==> config.mk <==
export PLATFORM = sky130hd
export DESIGN_NAME = clk_enable_gen
export DESIGN_NICKNAME = d
export VERILOG_FILES = /design/src/rtl/clk_enable_gen.sv
export SDC_FILE = /design/constraint.sdc
export NUM_CORES = 1
export LEC_CHECK = 0
export BUFFER_PORTS_ARGS = -buffer_cell sky130_fd_sc_hd__buf_4
export CORE_ASPECT_RATIO = 0.7
export CORE_MARGIN = 10
export CORE_UTILIZATION = 55
export DETAILED_ROUTE_END_ITERATION = 8
export PLACE_DENSITY = 0.75
export SLEW_MARGIN = 30
export SYNTH_ARGS = -nofsm -noshare
export SYNTH_HDL_FRONTEND = slang
export SYNTH_SLANG_ARGS = --single-unit
==> constraint.sdc <==
create_clock -name clkin -period 4.7 [get_ports clkin]
set_input_delay 0.705 -clock clkin [delete_from_list [all_inputs] [get_ports clkin]]
set_output_delay 0.705 -clock clkin [all_outputs]
set_load 0.02 [all_outputs]
==> src/rtl/clk_enable_gen.sv <==
// Multi-channel numerically-controlled clock-enable generator: each channel adds
// inc to a phase accumulator and emits its carry as a one-cycle enable pulse.
module clk_enable_gen #(
  parameter int NUM_CH      = 2,
  parameter int ACC_W       = 24,
  parameter int LOCK_CYCLES = 256
) (
  input  logic                    clkin,
  input  logic                    reset_n,
  input  logic                    enable,
  input  logic                    load,
  input  logic [NUM_CH*ACC_W-1:0] inc,
  input  logic [NUM_CH*ACC_W-1:0] phase,
  output logic [NUM_CH-1:0]       ce,
  output logic [NUM_CH-1:0]       ce_p,
  output logic [NUM_CH-1:0]       clk_sq,
  output logic                    lock
);

  localparam int CNT_W = 16;
  localparam logic [CNT_W-1:0] LOCK_MAX = CNT_W'(LOCK_CYCLES);

  logic [ACC_W-1:0]  inc_q   [NUM_CH];
  logic [ACC_W-1:0]  acc_q   [NUM_CH];
  logic [ACC_W-1:0]  accp_q  [NUM_CH];
  logic [ACC_W:0]    sum_d   [NUM_CH];
  logic [ACC_W:0]    sump_d  [NUM_CH];
  logic [NUM_CH-1:0] ce_q;
  logic [NUM_CH-1:0] ce_p_q;
  logic [NUM_CH-1:0] clk_sq_q;
  logic [CNT_W-1:0]  cnt_q;
  logic              lock_q;

  // One extra bit on the sum captures the wrap, which is the enable pulse.
  always_comb begin
    for (int i = 0; i < NUM_CH; i++) begin
      sum_d[i]  = {1'b0, acc_q[i]}  + {1'b0, inc_q[i]};
      sump_d[i] = {1'b0, accp_q[i]} + {1'b0, inc_q[i]};
    end
  end

  always_ff @(posedge clkin) begin
    if (!reset_n) begin
      for (int i = 0; i < NUM_CH; i++) begin
        inc_q[i]  <= '0;
        acc_q[i]  <= '0;
        accp_q[i] <= '0;
      end
      ce_q     <= '0;
      ce_p_q   <= '0;
      clk_sq_q <= '0;
      cnt_q    <= '0;
      lock_q   <= 1'b0;
    end else if (load) begin
      // The offset accumulator starts at the phase value; that head start is the lead.
      for (int i = 0; i < NUM_CH; i++) begin
        inc_q[i]  <= inc[i*ACC_W +: ACC_W];
        acc_q[i]  <= '0;
        accp_q[i] <= phase[i*ACC_W +: ACC_W];
      end
      ce_q     <= '0;
      ce_p_q   <= '0;
      clk_sq_q <= '0;
      cnt_q    <= '0;
      lock_q   <= 1'b0;
    end else begin
      if (enable) begin
        for (int i = 0; i < NUM_CH; i++) begin
          acc_q[i]    <= sum_d[i][ACC_W-1:0];
          accp_q[i]   <= sump_d[i][ACC_W-1:0];
          ce_q[i]     <= sum_d[i][ACC_W];
          ce_p_q[i]   <= sump_d[i][ACC_W];
          clk_sq_q[i] <= sum_d[i][ACC_W-1];
        end
        if (cnt_q != LOCK_MAX) cnt_q <= cnt_q + 1'b1;
      end else begin
        ce_q   <= '0;
        ce_p_q <= '0;
      end
      if (cnt_q == LOCK_MAX) lock_q <= 1'b1;
    end
  end

  assign ce     = ce_q;
  assign ce_p   = ce_p_q;
  assign clk_sq = clk_sq_q;
  assign lock   = lock_q;

endmodule

======== After elaboration in Yosys (flattened, before gate mapping) ========
Memory sizes are Yosys's and may differ from the RTL's.
Cells that the tools add are included.
storage, ports and cells
  flip-flop bits (word level) ............. 23
  bits in latches ......................... 0
  memory bits (writable) .................. 144
  bits in read-only memories .............. 0
  input port bits ......................... 100
  output and inout port bits .............. 7
  word-level logic and storage cells ...... 48
  memories kept ........................... 3
cells by class
  add/subtract/negate cells ............... 5
  $mul .................................... 0
  divide/modulo/power cells ............... 0
  magnitude comparators ................... 0
  equal/unequal tests ..................... 2
  shift operators ......................... 0
  muxes and demuxes ....................... 18
  bitwise logic cells ..................... 12
  reductions and logical operators ........ 3
memory list
  memory  words  width  rd ports  clocked after memory_dff  wr ports  line  text
  acc_q   2      24     2         0                         2         24    logic [ACC_W-1:0] acc_q [NUM_CH];
  accp_q  2      24     2         0                         2         25    logic [ACC_W-1:0] accp_q [NUM_CH];
  inc_q   2      24     2         0                         2         23    logic [ACC_W-1:0] inc_q [NUM_CH];
operator list
  operator                                                count
  two-way mux 24 bit                                      10
  adder 24 x 24 -> 25 bit                                 4
  adder 16 x 1 -> 16 bit, second input constant           1
  equality test 16 x 9 -> 1 bit, second input constant    1
  inequality test 16 x 9 -> 1 bit, second input constant  1
  bitwise OR 1 bit                                        10
  two-way mux 1 bit                                       8
  OR reduction 3 bit                                      1
  inverter 1 bit                                          2
  AND reduction 2 bit                                     1
  OR reduction 2 bit                                      1

======== Logic depth before layout (Yosys ltp) ========
  word-level depth ........................ 5
  mapped depth ............................ 12
  mapped depth without buffers ............ 11

======== Worst setup path before layout ========
No wires, ideal clock.
  path kind ............................... input to register
  from .................................... input port reset_n
  to ...................................... memory acc_q[0][0], enable pin
  library setup time ...................... 0.449 ns
  arrival time ............................ 3.178 ns
  slack ................................... 1.073 ns
  cell stages on the path ................. 5
  path buffers ............................ 1
  cell sequence ........................... nor2b_1 -> inv_1 -> clkbuf_1 -> nor2_1 -> inv_1
RTL lines
  what                line  text
  start: declaration  9     input logic reset_n,
  end: declaration    24

==> summary.txt <==
Worst setup path
  – Cell family with most CP delay: compound AO/OA/AOI/OAI gates
  – Crit path max fanout: 4
  – Critical Path Sink Type: flip-flop
  – Worst Setup Start Kind: flip-flop
  – Reg2reg end: acc_q[0][46]$_SDFFCE_PN0P_
  – Critical path arrival: 3.57 ns
  – R2R Setup Slk: 1.32 ns
  – CP Cell Sequence: ha_1, fa_1, a21o_1, a21oi_1, or3_4, a41oi_2, a31oi_2, nor3b_2, a211oi_1, nor4_1, or3_1
  – Req. time, crit path: 4.89 ns
  – Setup CP Type: flip-flop to flip-flop
  – Crit. path cell count: 11
  – Crit path max-delay cell type: a211oi_1
  – Critical R2R Launch: inc_q[0][24]$_SDFFCE_PN0P_
  – Worst r2r path cells: 11
  – Max incr delay on CP: 0.47 ns
  – Bufs and invs on worst path: 0

Placed design
  – Final HPWL DP: 19,000 um
  – RD Place Congestion: 0.917
  – DP Area: 0.0118 mm^2
  – Setup WS pre-CTS: 1.35 ns
  – I/O Buffers: 106
  – Post-placement cell count: 1,405

Timing
  – Max-slew violations: 0
  – Hold Slack: 0.456 ns
  – Final hold vios: 0
  – Setup TNS: 0 ns
  – Max-slew headroom at the worst pin: 40.1%
  – Worst-Margin Slew: 0.895 ns
  – FMAX: 0.296 GHz
  – Final setup violating endpoints: 0
  – Setup ws final: 1.32 ns
  – Final period util: 71.9%
  – RSZ-0062 raised after global routing: false
  – Clock skew: 0.0131 ns
  – Post-layout minimum cycle time: 3.38 ns

Power and ir drop
  – Leak Pwr: 5.49 nW
  – Total power: 3.99 mW
  – Power per cell area: 325 mW/mm^2
  – Maximum VDD drop: 0.236 mV

Clock tree
  – CTS Buffer Depth: 2
  – CTS Root Cell: clkbuf_16
  – Hold_buf cts: 0
  – CTS tree: done
  – Clk slew on worst S/H paths: 0.07 ns
  – H-tree Lvls: 4
  – Later-pin clock latency in the skew report: 0.44 ns
  – Post-CTS setup buffer count: 0
  – CTS Buf Count: 17
  – # clock sinks: 167
  – Post-CTS sizing: 0

Floorplan
  – Die H: 137 um
  – Floorplan row count: 42
  – Die X: 187 um
  – I/O pin count: 107
  – Core region area: 0.0190 mm^2
  – Initial core utilization: 56.3%
  – Die Area: 0.0255 mm^2

Route
  – Drt pass-1 iters: 5
  – Mean routed wirelength per cell: 18.3 um
  – ANT nets after route: 0
  – Drt via density: 5.86
  – DRC Markers: 0
  – DRT Wirelength: 26,300 um
  – DR iter-0 viols: 732
  – Via Count: 8,419

Global routing
  – First-pass GRT wire length: 42,200 um
  – Grt ovf: 0
  – Largest net degree at the start of global routing: 51
  – Initial antenna violation count: 0
  – Vias in the first global route: 8,060
  – GRT Overall Usage: 20.5%

Logic synthesis
  – Yosys reg bits: 167
  – EDFF count, synth: 144
  – Mean area per synthesized cell: 10.0 um^2
  – Mapped Area: 0.0107 mm^2
  – Post-synth cell types: 60
  – Ys async rst share: 0%
  – Ranking of synthesized cells by area: edfxtp_1 40%, ha_1 11%, dfxtp_1 4.3%
  – Yosys top cell area share: 40.5%
  – Post-synth top area cell: edfxtp_1
  – Syn Nets: 1,266
  – Main synth FF type: edfxtp_1
  – Register area share after synthesis: 44.8%
  – Mapped Cells: 1,064
  – Syn. warnings: 0

Layout
  – Antenna cells: 0
  – Design area: 0.0123 mm^2
  – Register area: 0.00478 mm^2
  – Synth-to-layout area growth: 15.1%
  – Fin util: 64.8%
  – Fillers: 1,539
  – Fin cells: 1,437
  – Multi-input gate area: 0.00568 mm^2
  – # nets final: 1,362
  – Share of layout cells above drive strength 1: 13.1%

Status
  – Outcome: completed

Hold path
  – Hold path cells: 2
  – Worst min-delay path category: flip-flop to flip-flop
  – Hold Path Sink: lock$_SDFFE_PP0P_
  – Min-delay src: lock$_SDFFE_PP0P_

Flow run
  – Max-cap violation count: 0
[worst reg2reg max path: stages (launching register included)]
cell and delay (ns):
edfxtp_1 0.40, ha_1 0.25, fa_1 0.42, a21o_1 0.20, a21oi_1 0.27, or3_4 0.19, a41oi_2 0.16, a31oi_2 0.28
nor3b_2 0.07, a211oi_1 0.47, nor4_1 0.09, or3_1 0.33
[synth_stat cells (2+ instances only)]
master	count
a211o_1	2
a211oi_1	11
a21o_1	47
a21oi_1	78
a221o_1	2
a22o_1	4
a31oi_1	11
a32oi_1	2
and2_1	10
and3_1	61
clkbuf_1	33
dfxtp_1	23
edfxtp_1	144
fa_1	4
ha_1	98
inv_1	23
mux2i_1	3
nand2_1	93
nand2b_1	10
nand3_1	15
nand4_1	16
nor2_1	93
nor2b_1	11
nor3_1	7
nor3b_1	3
nor4_1	2
nor4b_1	3
o211ai_1	4
o21a_1	10
o21ai_0	57
o21ai_1	44
o21bai_1	11
o221ai_1	2
o31a_1	2
o31ai_1	6
or3_1	7
xnor2_1	42
xor2_1	48
[registers in the layout, summed over array words and instances, names as in the netlist]
signal  cells
inc_q      48
lock        1
ce_p        2
cnt_q      16
accp_q     48
ce          2
acc_q      48
clk_sq      2
[worst max-delay path by stage]
| stage | endpoint | startpoint |
|---|---|---|
| finish | acc_q[0][46]$_SDFFCE_PN0P_ | inc_q[0][24]$_SDFFCE_PN0P_ |
| global route | acc_q[0][46]$_SDFFCE_PN0P_ | inc_q[0][24]$_SDFFCE_PN0P_ |
| CTS | acc_q[0][46]$_SDFFCE_PN0P_ | inc_q[0][24]$_SDFFCE_PN0P_ |
| detailed placement | acc_q[0][46]$_SDFFCE_PN0P_ | inc_q[0][24]$_SDFFCE_PN0P_ |
| global placement | acc_q[0][46]$_SDFFCE_PN0P_ | inc_q[0][24]$_SDFFCE_PN0P_ |
| floorplan | acc_q[0][0]$_SDFFCE_PN0P_ | reset_n |
[metal layers]
layer	GRT usage, %	part of all wire (%)	vias up
li1	-	-	4143
met1	30.5	51	3944
met2	29.5	41	302
met3	4.27	6.7	30
met4	5.31	1.3	0
met5	0	0	-
[cell families after synthesis]
logic type      synth area share [%]
fa+ha+maj                       12.2
flops                           44.8
compound gates                  17.7
mux                            0.281
buf+inv                         2.08
simple gates                    15.5
xor+xnor                        7.38
[cell type report]
cell class | count | area share, %
flip-flops and latches | 167 | 38.9
repair buffers | 112 | 7.04
clock buffers | 26 | 4.02
well taps | 264 | 2.69
inverters | 24 | 0.753
multi-input cells | 838 | 46.2
clock inverters | 6 | 0.356
[cell usage in the layout (no fill, tap or decap), types with 3 or more instances in the layout]
| master | count |
|---|---|
| edfxtp_1 | 144 |
| buf_4 | 110 |
| ha_1 | 98 |
| nor2_1 | 93 |
| nand2_1 | 92 |
| a21oi_1 | 78 |
| and3_1 | 61 |
| o21ai_0 | 57 |
| xor2_1 | 48 |
| a21o_1 | 47 |
| o21ai_1 | 44 |
| xnor2_1 | 42 |
| dfxtp_1 | 23 |
| inv_1 | 21 |
| clkbuf_16 | 17 |
| nand4_1 | 16 |
| nand3_1 | 15 |
| nor2b_1 | 11 |
| a31oi_1 | 11 |
| o21bai_1 | 11 |
| a211oi_1 | 11 |
| nand2b_1 | 10 |
| o21a_1 | 10 |
| and2_1 | 9 |
| or3_1 | 7 |
| nor3_1 | 7 |
| o31ai_1 | 6 |
| a22o_1 | 4 |
| o211ai_1 | 4 |
| fa_1 | 4 |
| clkbuf_4 | 4 |
| nor3b_1 | 3 |
| mux2i_1 | 3 |
| inv_4 | 3 |
| nor4b_1 | 3 |
| clkbuf_1 | 3 |
| clkinv_4 | 3 |
[where the power goes]
part	switching [mW]	internal [mW]	total (mW)	leakage [nW]
clock network	0.582	0.730	1.31	0.271
registers	0.0642	1.73	1.80	1.80
logic	0.502	0.382	0.884	3.41
(Power assumes the default switching activity.)
